File: config.mk
export PLATFORM = sky130hd
export DESIGN_NAME = adpcm_recon_update
export DESIGN_NICKNAME = d
export VERILOG_FILES = /design/src/rtl/adpcm_pkg.sv /design/src/rtl/adpcm_step_rom.sv /design/src/rtl/adpcm_recon_update.sv
export SDC_FILE = /design/constraint.sdc
export NUM_CORES = 1
export LEC_CHECK = 0
export ABC_AREA = 1
export ABC_CLOCK_PERIOD_IN_PS = 3700
export BUFFER_PORTS_ARGS = -buffer_cell sky130_fd_sc_hd__buf_2
export CORE_ASPECT_RATIO = 0.7
export CORE_MARGIN = 3
export CORE_UTILIZATION = 57
export DETAILED_ROUTE_END_ITERATION = 7
export PLACE_DENSITY = 0.79
export SLEW_MARGIN = 25
export SYNTH_ARGS = -nofsm -noshare
export SYNTH_HDL_FRONTEND = slang
export SYNTH_SLANG_ARGS = --single-unit
File: constraint.sdc
create_clock -name clk -period 3.7 [get_ports clk]
set_clock_uncertainty 0.05 [all_clocks]
set_input_delay 0.185 -clock clk [delete_from_list [all_inputs] [get_ports clk]]
set_output_delay 0.185 -clock clk [all_outputs]
set_load 0.02 [all_outputs]
File: src/rtl/adpcm_pkg.sv
// Shared constants for the ADPCM reconstruction/adaptation stage:
// IMA step table, index adjustment table and the FSM state encoding.
package adpcm_pkg;

   localparam int IDX_MAX = 88;

   typedef enum logic [1:0] {
      ST_IDLE   = 2'd0,
      ST_RECON  = 2'd1,
      ST_COMMIT = 2'd2
   } adpcm_state_e;

   localparam logic [15:0] STEP_TABLE [0:88] = '{
      16'd7,     16'd8,     16'd9,     16'd10,    16'd11,    16'd12,    16'd13,    16'd14,
      16'd16,    16'd17,    16'd19,    16'd21,    16'd23,    16'd25,    16'd28,    16'd31,
      16'd34,    16'd37,    16'd41,    16'd45,    16'd50,    16'd55,    16'd60,    16'd66,
      16'd73,    16'd80,    16'd88,    16'd97,    16'd107,   16'd118,   16'd130,   16'd143,
      16'd157,   16'd173,   16'd190,   16'd209,   16'd230,   16'd253,   16'd279,   16'd307,
      16'd337,   16'd371,   16'd408,   16'd449,   16'd494,   16'd544,   16'd598,   16'd658,
      16'd724,   16'd796,   16'd876,   16'd963,   16'd1060,  16'd1166,  16'd1282,  16'd1411,
      16'd1552,  16'd1707,  16'd1878,  16'd2066,  16'd2272,  16'd2499,  16'd2749,  16'd3024,
      16'd3327,  16'd3660,  16'd4026,  16'd4428,  16'd4871,  16'd5358,  16'd5894,  16'd6484,
      16'd7132,  16'd7845,  16'd8630,  16'd9493,  16'd10442, 16'd11487, 16'd12635, 16'd13899,
      16'd15289, 16'd16818, 16'd18500, 16'd20350, 16'd22385, 16'd24623, 16'd27086, 16'd29794,
      16'd32767
   };

   localparam logic signed [4:0] INDEX_ADJ [0:7] = '{
      -5'sd1, -5'sd1, -5'sd1, -5'sd1, 5'sd2, 5'sd4, 5'sd6, 5'sd8
   };

endpackage

File: src/rtl/adpcm_step_rom.sv
// Combinational step-size lookup; indices above IDX_MAX read the last entry
// so the table is never addressed out of range.
module adpcm_step_rom
   import adpcm_pkg::*;
#(
   parameter int IDX_W  = 7,
   parameter int DATA_W = 16
)(
   input  logic [IDX_W-1:0]  index,
   output logic [DATA_W-1:0] step
);

   logic [IDX_W-1:0] safe_idx;

   always_comb begin
      safe_idx = index;
      if (index > IDX_W'(IDX_MAX)) safe_idx = IDX_W'(IDX_MAX);
      step = DATA_W'(STEP_TABLE[safe_idx]);
   end

endmodule

File: src/rtl/adpcm_recon_update.sv
// ADPCM decoder/adaptation stage: reconstructs diffq, updates the saturated
// predictor, step index and step size. Optional ADPCM_SYNC_LOAD_EN adds a state load port.
module adpcm_recon_update
   import adpcm_pkg::*;
#(
   parameter int DATA_W = 16,
   parameter int IDX_W  = 7
)(
   input  logic                     clk,
   input  logic                     rst_n,
   input  logic                     code_valid,
   input  logic [3:0]               code,
   output logic                     code_ready,
   output logic signed [DATA_W-1:0] predicted,
   output logic [DATA_W-1:0]        step_size,
   output logic [IDX_W-1:0]         step_index,
   output logic                     upd_valid
`ifdef ADPCM_SYNC_LOAD_EN
   ,
   input  logic                     load_valid,
   input  logic signed [DATA_W-1:0] load_pred,
   input  logic [IDX_W-1:0]         load_index
`endif
);

   function automatic logic [DATA_W:0] calc_diffq(input logic [DATA_W-1:0] step,
                                                  input logic [2:0] mag);
      logic [DATA_W:0] s;
      s = {1'b0, step};
      calc_diffq = (s >> 3)
                 + (mag[2] ? s        : '0)
                 + (mag[1] ? (s >> 1) : '0)
                 + (mag[0] ? (s >> 2) : '0);
   endfunction

   // Overflow iff the top three bits of the wide sum disagree.
   function automatic logic signed [DATA_W-1:0] sat_sample(input logic signed [DATA_W+1:0] v);
      if (v[DATA_W+1:DATA_W-1] == 3'b000 || v[DATA_W+1:DATA_W-1] == 3'b111)
         sat_sample = v[DATA_W-1:0];
      else if (v[DATA_W+1])
         sat_sample = {1'b1, {(DATA_W-1){1'b0}}};
      else
         sat_sample = {1'b0, {(DATA_W-1){1'b1}}};
   endfunction

   function automatic logic [IDX_W-1:0] clamp_index(input logic signed [IDX_W+1:0] v);
      if (v < 0)
         clamp_index = '0;
      else if (v > signed'((IDX_W+2)'(IDX_MAX)))
         clamp_index = IDX_W'(IDX_MAX);
      else
         clamp_index = v[IDX_W-1:0];
   endfunction

   adpcm_state_e state_q, state_d;
   logic                     accept;
   logic                     load_go;
   logic signed [DATA_W-1:0] load_pred_w;
   logic [IDX_W-1:0]         load_idx_w;

`ifdef ADPCM_SYNC_LOAD_EN
   assign load_go     = (state_q == ST_IDLE) && load_valid;
   assign load_pred_w = load_pred;
   assign load_idx_w  = clamp_index(signed'({2'b00, load_index}));
`else
   assign load_go     = 1'b0;
   assign load_pred_w = '0;
   assign load_idx_w  = '0;
`endif

   always_comb begin
      state_d    = state_q;
      code_ready = 1'b0;
      accept     = 1'b0;
      case (state_q)
         ST_IDLE: begin
            if (!load_go) begin
               code_ready = 1'b1;
               if (code_valid) begin
                  accept  = 1'b1;
                  state_d = ST_RECON;
               end
            end
         end
         ST_RECON:  state_d = ST_COMMIT;
         ST_COMMIT: state_d = ST_IDLE;
         default:   state_d = ST_IDLE;
      endcase
   end

   // Stage p0: latch accepted code
   logic [3:0] code_p0;

   always_ff @(posedge clk) begin
      if (accept) code_p0 <= code;
   end

   // Stage p1: reconstruct quantized difference from the current step
   logic [DATA_W:0] diffq_p1;

   always_ff @(posedge clk) begin
      if (state_q == ST_RECON) diffq_p1 <= calc_diffq(step_size, code_p0[2:0]);
   end

   // Stage p2: predictor/index update, committed at the end of COMMIT
   logic signed [DATA_W+1:0] pred_ext, diff_ext, sum_p2;
   logic signed [IDX_W+1:0]  idx_sum;
   logic [IDX_W-1:0]         new_idx_p2;
   logic [IDX_W-1:0]         rom_idx;
   logic [DATA_W-1:0]        rom_step;

   always_comb begin
      pred_ext   = (DATA_W+2)'(predicted);
      diff_ext   = signed'({1'b0, diffq_p1});
      sum_p2     = code_p0[3] ? (pred_ext - diff_ext) : (pred_ext + diff_ext);
      idx_sum    = signed'({2'b00, step_index}) + (IDX_W+2)'(INDEX_ADJ[code_p0[2:0]]);
      new_idx_p2 = clamp_index(idx_sum);
      rom_idx    = load_go ? load_idx_w : new_idx_p2;
   end

   adpcm_step_rom #(
      .IDX_W  (IDX_W),
      .DATA_W (DATA_W)
   ) u_step_rom (
      .index (rom_idx),
      .step  (rom_step)
   );

   always_ff @(posedge clk or negedge rst_n) begin
      if (!rst_n) begin
         state_q    <= ST_IDLE;
         upd_valid  <= 1'b0;
         predicted  <= '0;
         step_index <= '0;
         step_size  <= DATA_W'(STEP_TABLE[0]);
      end else begin
         state_q   <= state_d;
         upd_valid <= (state_q == ST_COMMIT) || load_go;
         if (state_q == ST_COMMIT) begin
            predicted  <= sat_sample(sum_p2);
            step_index <= new_idx_p2;
            step_size  <= rom_step;
         end else if (load_go) begin
            predicted  <= load_pred_w;
            step_index <= load_idx_w;
            step_size  <= rom_step;
         end
      end
   end

endmodule

* Word-level counts from Yosys, hierarchy flattened
Memories as Yosys holds them, arrays and structs flattened. A register that Yosys moved wholly into a read port is not among the register bits. Index checks and enable logic that the tools add are counted.
Word-level totals: bits in read-only memories 2088, output and inout bits 41, flip-flop bits (word level) 47, input bits 7, latch bits 0, logic and storage cells 44, memories kept 2, RAM bits 0
Memory list:
- (no name shown) | words 128, width 16, read ports 1, clocked after Yosys merged registers in 1, wr ports 0, RTL line adpcm_step_rom.sv:18 | step = DATA_W'(STEP_TABLE[safe_idx]);
- (no name shown) | words 8, width 5, read ports 1, clocked after Yosys merged registers in 0, wr ports 0, RTL line adpcm_recon_update.sv:116 | idx_sum = signed'({2'b00, step_index}) + (IDX_W+2)'(INDEX_ADJ[code_p0[2:0]]);
Operators by class: equal/unequal tests 4, shift-type cells 0, add/subtract/negate cells 6, multiply operators 0, multiplexer cells 16, bitwise gates (word level) 2, magnitude comparators 4, div/mod/pow operators 0, reductions and logical operators 4
Operators with widths (number):
- 16-bit two-way mux | 3
- 7-bit two-way mux | 3
- 16-bit by 18-bit adder with 18-bit output | 1
- 18-bit two-way mux | 1
- 16-bit by 18-bit subtractor with 18-bit output | 1
- 13-bit by 16-bit adder with 17-bit output | 1
- 17-bit by 14-bit adder with 17-bit output | 1
- 17-bit by 15-bit adder with 17-bit output | 1
- 15-bit two-way mux | 1
- 14-bit two-way mux | 1
- 5-bit two-way mux | 2
- 8-bit by 5-bit adder with 9-bit output | 1
- 9-bit by 8-bit greater-than comparator with 1-bit output (second input constant) | 1
- 9-bit by 1-bit < comparator with 1-bit output (second input constant) | 1
- 7-bit NOT with 8-bit output | 1
- 7-bit greater-than comparator (second input constant) | 1
- 4-bit >= comparator (second input constant) | 1
- 3-bit NOT with 4-bit output | 1
- 2-bit one-hot mux with 2 select lines | 1
- 3-bit equality test (second input constant) | 1
- 3-bit zero test | 1
- 1-bit two-way mux | 3
- 2-bit by 1-bit equality test with 1-bit output (second input constant) | 1
- 2-bit equality test (second input constant) | 1
- 5 further kinds | 5

* Depth between registers and ports, before layout
Gate-level depths: netlist of the first run.
depth after elaboration 11, depth in mapped cells 27, mapped depth without buffers 26

* Cells and area by module
Synthesis of the first run repeated with hierarchy kept, for this count alone.
Second synthesis, totals: cells, all modules 1078, area, all modules 7427.1 µm²
Modules (own cells, without submodules):
- adpcm_recon_update | instances 1, cells an instance 768, area each 5825.6 µm²
- adpcm_step_rom | instances 1, cells an instance 310, area each 1601.5 µm²

* Worst setup path after synthesis of the first run
Ideal clock, no wire load.
kind register -> register, from reg code_p0[2], to reg diffq_p1[16], data pin, setup time 0.254 ns, setup slack -0.136 ns, arrival 3.533 ns, stages on the path, launching flop included 19, buffers on the path 2, clock period less this slack 3.836 ns, required time 3.396 ns, path through edfxtp_1 buf_2 buf_1 nand2_1 inv_1 fa_1 fa_1 ha_1 a21oi_1 nand2_1 a21boi_0 o21ai_0 a21o_1 a21oi_1 o21ai_0 nand3_1 nand2_1 a21oi_1 nor2_1
On the way: cells in the longest elaborated chain, start to end 4
RTL lines:
- start: declaration | RTL line adpcm_recon_update.sv:92 | logic [3:0] code_p0;
- start signal: assignment | RTL line adpcm_recon_update.sv:95 | if (accept) code_p0 <= code;
- 16-bit two-way mux | RTL line adpcm_recon_update.sv:31 | + (mag[2] ? s : '0)
- 13-bit by 16-bit adder with 17-bit output | RTL line adpcm_recon_update.sv:31
- 17-bit by 15-bit adder with 17-bit output | RTL line adpcm_recon_update.sv:32 | + (mag[1] ? (s >> 1) : '0)
- 17-bit by 14-bit adder with 17-bit output | RTL line adpcm_recon_update.sv:33 | + (mag[0] ? (s >> 2) : '0);
- end signal: assignment | RTL line adpcm_recon_update.sv:102 | if (state_q == ST_RECON) diffq_p1 <= calc_diffq(step_size, code_p0[2:0]);
- end: declaration | RTL line adpcm_recon_update.sv:99 | logic [DATA_W:0] diffq_p1;
No other way between the ends. A chain may end at the register's enable or synchronous reset.

* Final worst setup path of the first run
from reg diffq_p1[0], to reg predicted[6]
On the way: cells in the longest elaborated chain, start to end 5, elaborated cells on any way between the ends 8, those cells by class add/sub: 2; eq/ne: 1; mux: 3; reduce/logical: 2
RTL lines:
- 16-bit by 18-bit adder with 18-bit output / 16-bit by 18-bit subtractor with 18-bit output (equally long branches) | RTL line adpcm_recon_update.sv:115 | sum_p2 = code_p0[3] ? (pred_ext - diff_ext) : (pred_ext + diff_ext);
- 18-bit two-way mux (*) | RTL line adpcm_recon_update.sv:115
- 3-bit equality test / 3-bit zero test (equally long branches) | RTL line adpcm_recon_update.sv:38 | if (v[DATA_W+1:DATA_W-1] == 3'b000 || v[DATA_W+1:DATA_W-1] == 3'b111)
- 1-bit logical OR | RTL line adpcm_recon_update.sv:38
- 16-bit two-way mux (*) | RTL line adpcm_recon_update.sv:38
- end signal: assignment | RTL line adpcm_recon_update.sv:140 | predicted <= sat_sample(sum_p2);
- end signal: assignment | RTL line adpcm_recon_update.sv:144 | predicted <= load_pred_w;
- end: declaration | RTL line adpcm_recon_update.sv:14 | output logic signed [DATA_W-1:0] predicted,
Mark *: on every way between the ends. The rest lies on a longest branch, timed or not.

==> results of run 1 <==
==> timing repair <==
action / in CTS / in global routing
pin swaps: 2 / 35
hold buffers: 5 / 0
setup endpoints to repair: 29 / 35
setup buffers: 1 / 9
resized for setup: 10 / 71
gates cloned: 0 / 1
endpoints found under the hold margin: 37 / 0
==> placed cells by master, fill, tap and decap left out, drive strengths merged, types with 4 or more instances in the layout <==
cell type / count
ha: 56
inv: 136
a31oi: 5
nor2: 80
xor2: 31
nand2: 283
nand3: 84
o211ai: 4
buf: 130
xnor2: 12
a21oi: 68
clkbuf: 14
or2: 4
fa: 27
nor3: 8
nand4: 25
dlygate4sd3: 5
dfrtp: 38
o21ai: 48
edfxtp: 21
o31ai: 6
==> sequential cells by signal, indices dropped and copies added (netlist names) <==
name        flops
diffq_p1       17
predicted      16
step_size      15
step_index      7
code_p0         4
state_q         2
upd_valid       1
==> cell type report <==
class	instances	area (um2)	area share (%)
Inverter	136	518	5.92
Tap cell	157	196	2.24
Multi-Input combinational cell	761	5090	58.2
Clock buffer	14	254	2.90
Sequential cell	62	1660	19.0
Clock inverter	2	35.0	0.400
Timing Repair Buffer	135	995	11.4
==> per-stage QoR <==
step	cells	worst slack (ps)	hold slack (ps)	area [um2]
finish	1267	59.6	89.8	8750
global route	1267	-72.3	88.8	8750
CTS	1257	-26.8	75.0	8370
detailed placement	1235	-70.9	315	7980
global placement	1235	-18.8	313	7980
floorplan	988	11.8	-161	7120
==> cell families after synthesis <==
family                     Yosys count  share of synthesized area, %
xor gates and xnor gates            43                          5.29
buffers and inverters              165                          9.82
DFF                                 62                          23.3
and+or+nand+nor                    489                          32.3
AOI/OAI and AO/OA                  145                          11.8
other                                1                        0.0527
adders and majority gates           83                          17.4
==> routing by layer <==
| layer | vias up | part of all wire (%) | track usage, % |
|---|---|---|---|
| met4 | 0 | 1.5 | 6.25 |
| met3 | 32 | 9.1 | 6.97 |
| li1 | 3472 | - | - |
| met5 | - | 0 | 0 |
| met2 | 345 | 42 | 44.9 |
| met1 | 3404 | 47 | 47.5 |
==> how the worst min path moves through the flow <==
stage,startpoint,end,slack [ps]
after global routing,code_valid,state_q[0],90
after detailed placement,code[3],code_p0[3],310
final,code_valid,state_q[0],90
after floorplan,rst_n,predicted[0],-160
after global placement,code[2],code_p0[2],310
after CTS,code_valid,state_q[0],70
==> worst reg2reg max path: stages, from the launching register on <==
cell	delay, ps
edfxtp_1	400
inv_2	100
ha_4	140
nand2_2	70
nor3_4	210
nand2_2	90
inv_2	70
nand3_2	90
nand2_1	100
xor2_1	250
ha_1	350
a21oi_1	290
o21ai_0	210
a21oi_2	190
o311ai_2	140
nand3b_1	200
nand2_2	120
nand2_1	80
nand2_2	150
buf_6	150
a21oi_1	80
==> flow_summary.toml, run 1 <==
[critical_path]
critPathMaxStageDelay_ps = 400
cp-end-kind = "flop"
r2r_cells = 20
path_class = "reg2reg"
start_kind = "flop"
slowest_stage = "edfxtp_1"
rrSetupSlack_ps = 60
crit_family = "simple AND/OR/NAND/NOR gates"
critPathRequiredTime_ps = 3870
crit_end = "predicted[6]"
reg2reg_to = "predicted[6]"
timing.rr.start = "diffq_p1[0]"
crit_start = "diffq_p1[0]"
crit_fanout = 6
crit_chain = "inv_2, ha_4, nand2_2, nor3_4, nand2_2, inv_2, nand3_2, nand2_1, xor2_1, ha_1, a21oi_1, o21ai_0, a21oi_2, o311ai_2, nand3b_1, nand2_2, nand2_1, nand2_2, buf_6, a21oi_1"
path_buf_inv = 3
arrival_ps = 3810
cp_num_cells = 20
path_common_cell = "nand2_2"

[floorplan]
dieArea_mm2 = 0.0139
pin_count = 48
coreArea_mm2 = 0.0119
die_x_um = 140
dieHeight_um = 99.5
rows = 33
initial_utilization_pct = 59.7

[global_routing]
antenna_found_initial = 0
grt_pass1_vias = 6723
grt_pass1_wl_um = 34600
grt_max_degree = 42
gr-usage-all-layers_pct = 31.0
overflow = 0

[yosys]
synth_edf_count = 21
synth_fp_nets = 1078
synth-seq-area-share_pct = 23.3
ys_ff_latch = 62
avgSynthCellArea_um2 = 7.21
syn_inst = 988
synth.top_cell.area_share_pct = 14.0
synth.distinct_cells = 58
syn_area_mm2 = 0.00712
synthArstFlopShare_pct = 66.1
yosysMostFrequentCell = "nand2_1"
synth_warnings = 0
synthTopCellsByCount = "nand2_1, inv_1, nand3_1, nor2_1, a21oi_1"
synth-main-ff-cell = "dfrtp_1"
yosys-top-cells-area = "nand2_1, dfrtp_1, ha_1, edfxtp_1, fa_1"
synth.largest_area_cell = "nand2_1"

[sta]
fin_crit_ps = 3640
tightest_slew_ps = 637
finalSetupTns_ps = 0
setup_viol = 0
slew_headroom_pct = 57.4
fin_crit_sh_pct = 98.4
hold_viol = 0
max_clock_freq_mhz = 275
maxSlewViolCount = 0

[place]
gp_congestion = 0.976
port_buffers = 46
dp_hpwl_um = 16500

[min_path]
hold_depth = 2
min_path_type = "in2reg"

[detailed_routing]
drtAntennaViolNets = 0
wl_um = 22500
vias = 7253
drc = 0
drt_iter0_drc = 778
vias_per_cell = 5.72
wl_per_cell_um = 17.8
firstDrtPassIters = 7

[clock_network]
clk_path_buf_depth = 2
clk_pin_slew_ps = 60
cts_tree = "built"
cts_max_level = 3
clk_latency_ps = 330
cts_root_buf = "clkbuf_16"
cts.sinks = 62
cts_buffers = 9

[final_layout]
layout-drive-gt1-share_pct = 24.0
antenna_cells = 0
nNetsFinal = 1195
syn2layout_area_growth_pct = 22.9
nFillCells = 913
finish.utilization_pct = 73.4

[job]
cap_viol_max_count = 0

[status]
status = "finished clean"
Power of run 1 is not shown: default switching activity piles up to over one toggle a cycle in this logic, so the estimate is an artifact.
==> run 2, diff against run 1 <==
CORE_UTILIZATION = 45   (was 57)
PLACE_DENSITY = not set   (was 0.79)
==> flow_summary.toml, run 2 (same netlist as run 1, synthesis figures left out) <==
[final_layout]
most-common-layout-cells = "nand2_1, inv_1, buf_4"
syn2layout_area_growth_pct = 29.6
nFillCells = 1406
multi_input_area_mm2 = 0.00529
top_regs = "diffq_p1 x17, predicted x16, step_size x15"
largest_reg_flops = 17
nNetsFinal = 1218
seq_area_mm2 = 0.00166
final_common_cell = "nand2_1"
layout-drive-gt1-share_pct = 28.9
antenna_cells = 0
largest-register = "diffq_p1"

[clock_network]
cts_root_buf = "clkbuf_16"
clk_latency_ps = 340
cts_max_level = 3
cts.sinks = 62
cts_buffers = 9
clk_path_buf_depth = 2
cts_tree = "built"
clk_pin_slew_ps = 60

[detailed_routing]
drt_iter0_drc = 524
wl_per_cell_um = 16.5
firstDrtPassIters = 5
vias_per_cell = 5.35
drc = 0
wl_um = 22000
vias = 7101
drtAntennaViolNets = 0

[place]
dp_hpwl_um = 16900
gp_congestion = 1.02
port_buffers = 46

[sta]
maxSlewViolCount = 0
tightest_slew_ps = 780
slew_headroom_pct = 47.9
finalSetupTns_ps = 0
fin_crit_sh_pct = 97.0
hold_viol = 0
fin_crit_ps = 3590
setup_viol = 0
rsz0062_at_grt = "true"
max_clock_freq_mhz = 279

[global_routing]
grt_pass1_vias = 6588
gr-usage-all-layers_pct = 24.7
overflow = 0
antenna_found_initial = 0
grt_pass1_wl_um = 34500
grt_max_degree = 42

[critical_path]
start_kind = "flop"
cp_num_cells = 20
critPathMaxStageDelay_ps = 410
path_buf_inv = 5
path_common_cell = "a21oi_2"
r2r_cells = 20
crit_family = "simple AND/OR/NAND/NOR gates"
slowest_stage = "edfxtp_1"
timing.rr.start = "diffq_p1[0]"
crit_start = "diffq_p1[0]"
cp-end-kind = "flop"
crit_chain = "inv_2, buf_6, nand4_1, nor3_2, nand3_2, nor2_4, a21oi_2, xor2_2, ha_1, inv_2, buf_6, o31ai_4, a21oi_2, o311ai_4, nand3b_1, nand2_2, nand2_2, nand2_4, clkbuf_16, a21oi_2"
arrival_ps = 3760
crit_fanout = 6
rrSetupSlack_ps = 110
critPathRequiredTime_ps = 3870
reg2reg_to = "predicted[10]"
path_class = "reg2reg"
crit_end = "predicted[10]"

[status]
status = "finished clean"

[floorplan]
pin_count = 48
initial_utilization_pct = 47.2
dieArea_mm2 = 0.0174
rows = 37
coreArea_mm2 = 0.0151
die_x_um = 156
dieHeight_um = 111

[job]
cap_viol_max_count = 0

[min_path]
min_path_type = "in2reg"
hold_depth = 2
## run 2: timing repair
action / CTS / global route
gates cloned: 0 / 2
pin swaps: 2 / 50
setup buffers: 0 / 11
hold buffers: 5 / 0
endpoints found under the setup margin: 24 / 35
endpoints found under the hold margin: 31 / 0
gates resized for setup: 9 / 120
## run 2: how the worst min path moves through the flow
stage | from | to
2_1_floorplan | rst_n | predicted[0]
3_3_place_gp | code[1] | code_p0[1]
3_5_place_dp | code[3] | code_p0[3]
4_1_cts | code_valid | state_q[0]
5_1_grt | code_valid | state_q[0]
6_report | code_valid | state_q[0]
## run 2: metal layers
| metal | GRT usage [%] | part of all wire (%) | vias to the layer above | wire length (um) |
|---|---|---|---|---|
| met2 | 32.3 | 38 | 264 | 8430 |
| met3 | 6.24 | 8.7 | 18 | 1910 |
| li1 | - | - | 3512 | - |
| met1 | 40.7 | 52 | 3307 | 11400 |
| met4 | 3.32 | 0.85 | 0 | 187 |
| met5 | 0 | 0 | - | 0 |
## run 2: final cells by class
cell class                      count  area share [%]
Clock buffer                        9            2.44
Clock inverter                      7            1.06
Inverter                          136            5.64
Multi-Input combinational cell    762            57.3
Sequential cell                    62            18.0
Tap cell                          195            2.64
Timing Repair Buffer              157            12.9
## run 2: through the flow
| step | hold WS (ps) | utilization (%) | cell area, um2 | cells | worst slack, ps |
|---|---|---|---|---|---|
| finish | 67.3 | 61.2 | 9230 | 1328 | 112 |
| global route | 55.8 | 61.2 | 9230 | 1328 | -125 |
| CTS | 52.8 | 56.9 | 8590 | 1316 | 4.85 |
| detailed placement | 314 | 54.3 | 8190 | 1295 | -81.5 |
| global placement | 312 | 54.3 | 8190 | 1295 | -65.0 |
| floorplan | -161 | - | 7120 | 988 | 11.8 |
Power of run 2 is left out for the same reason.
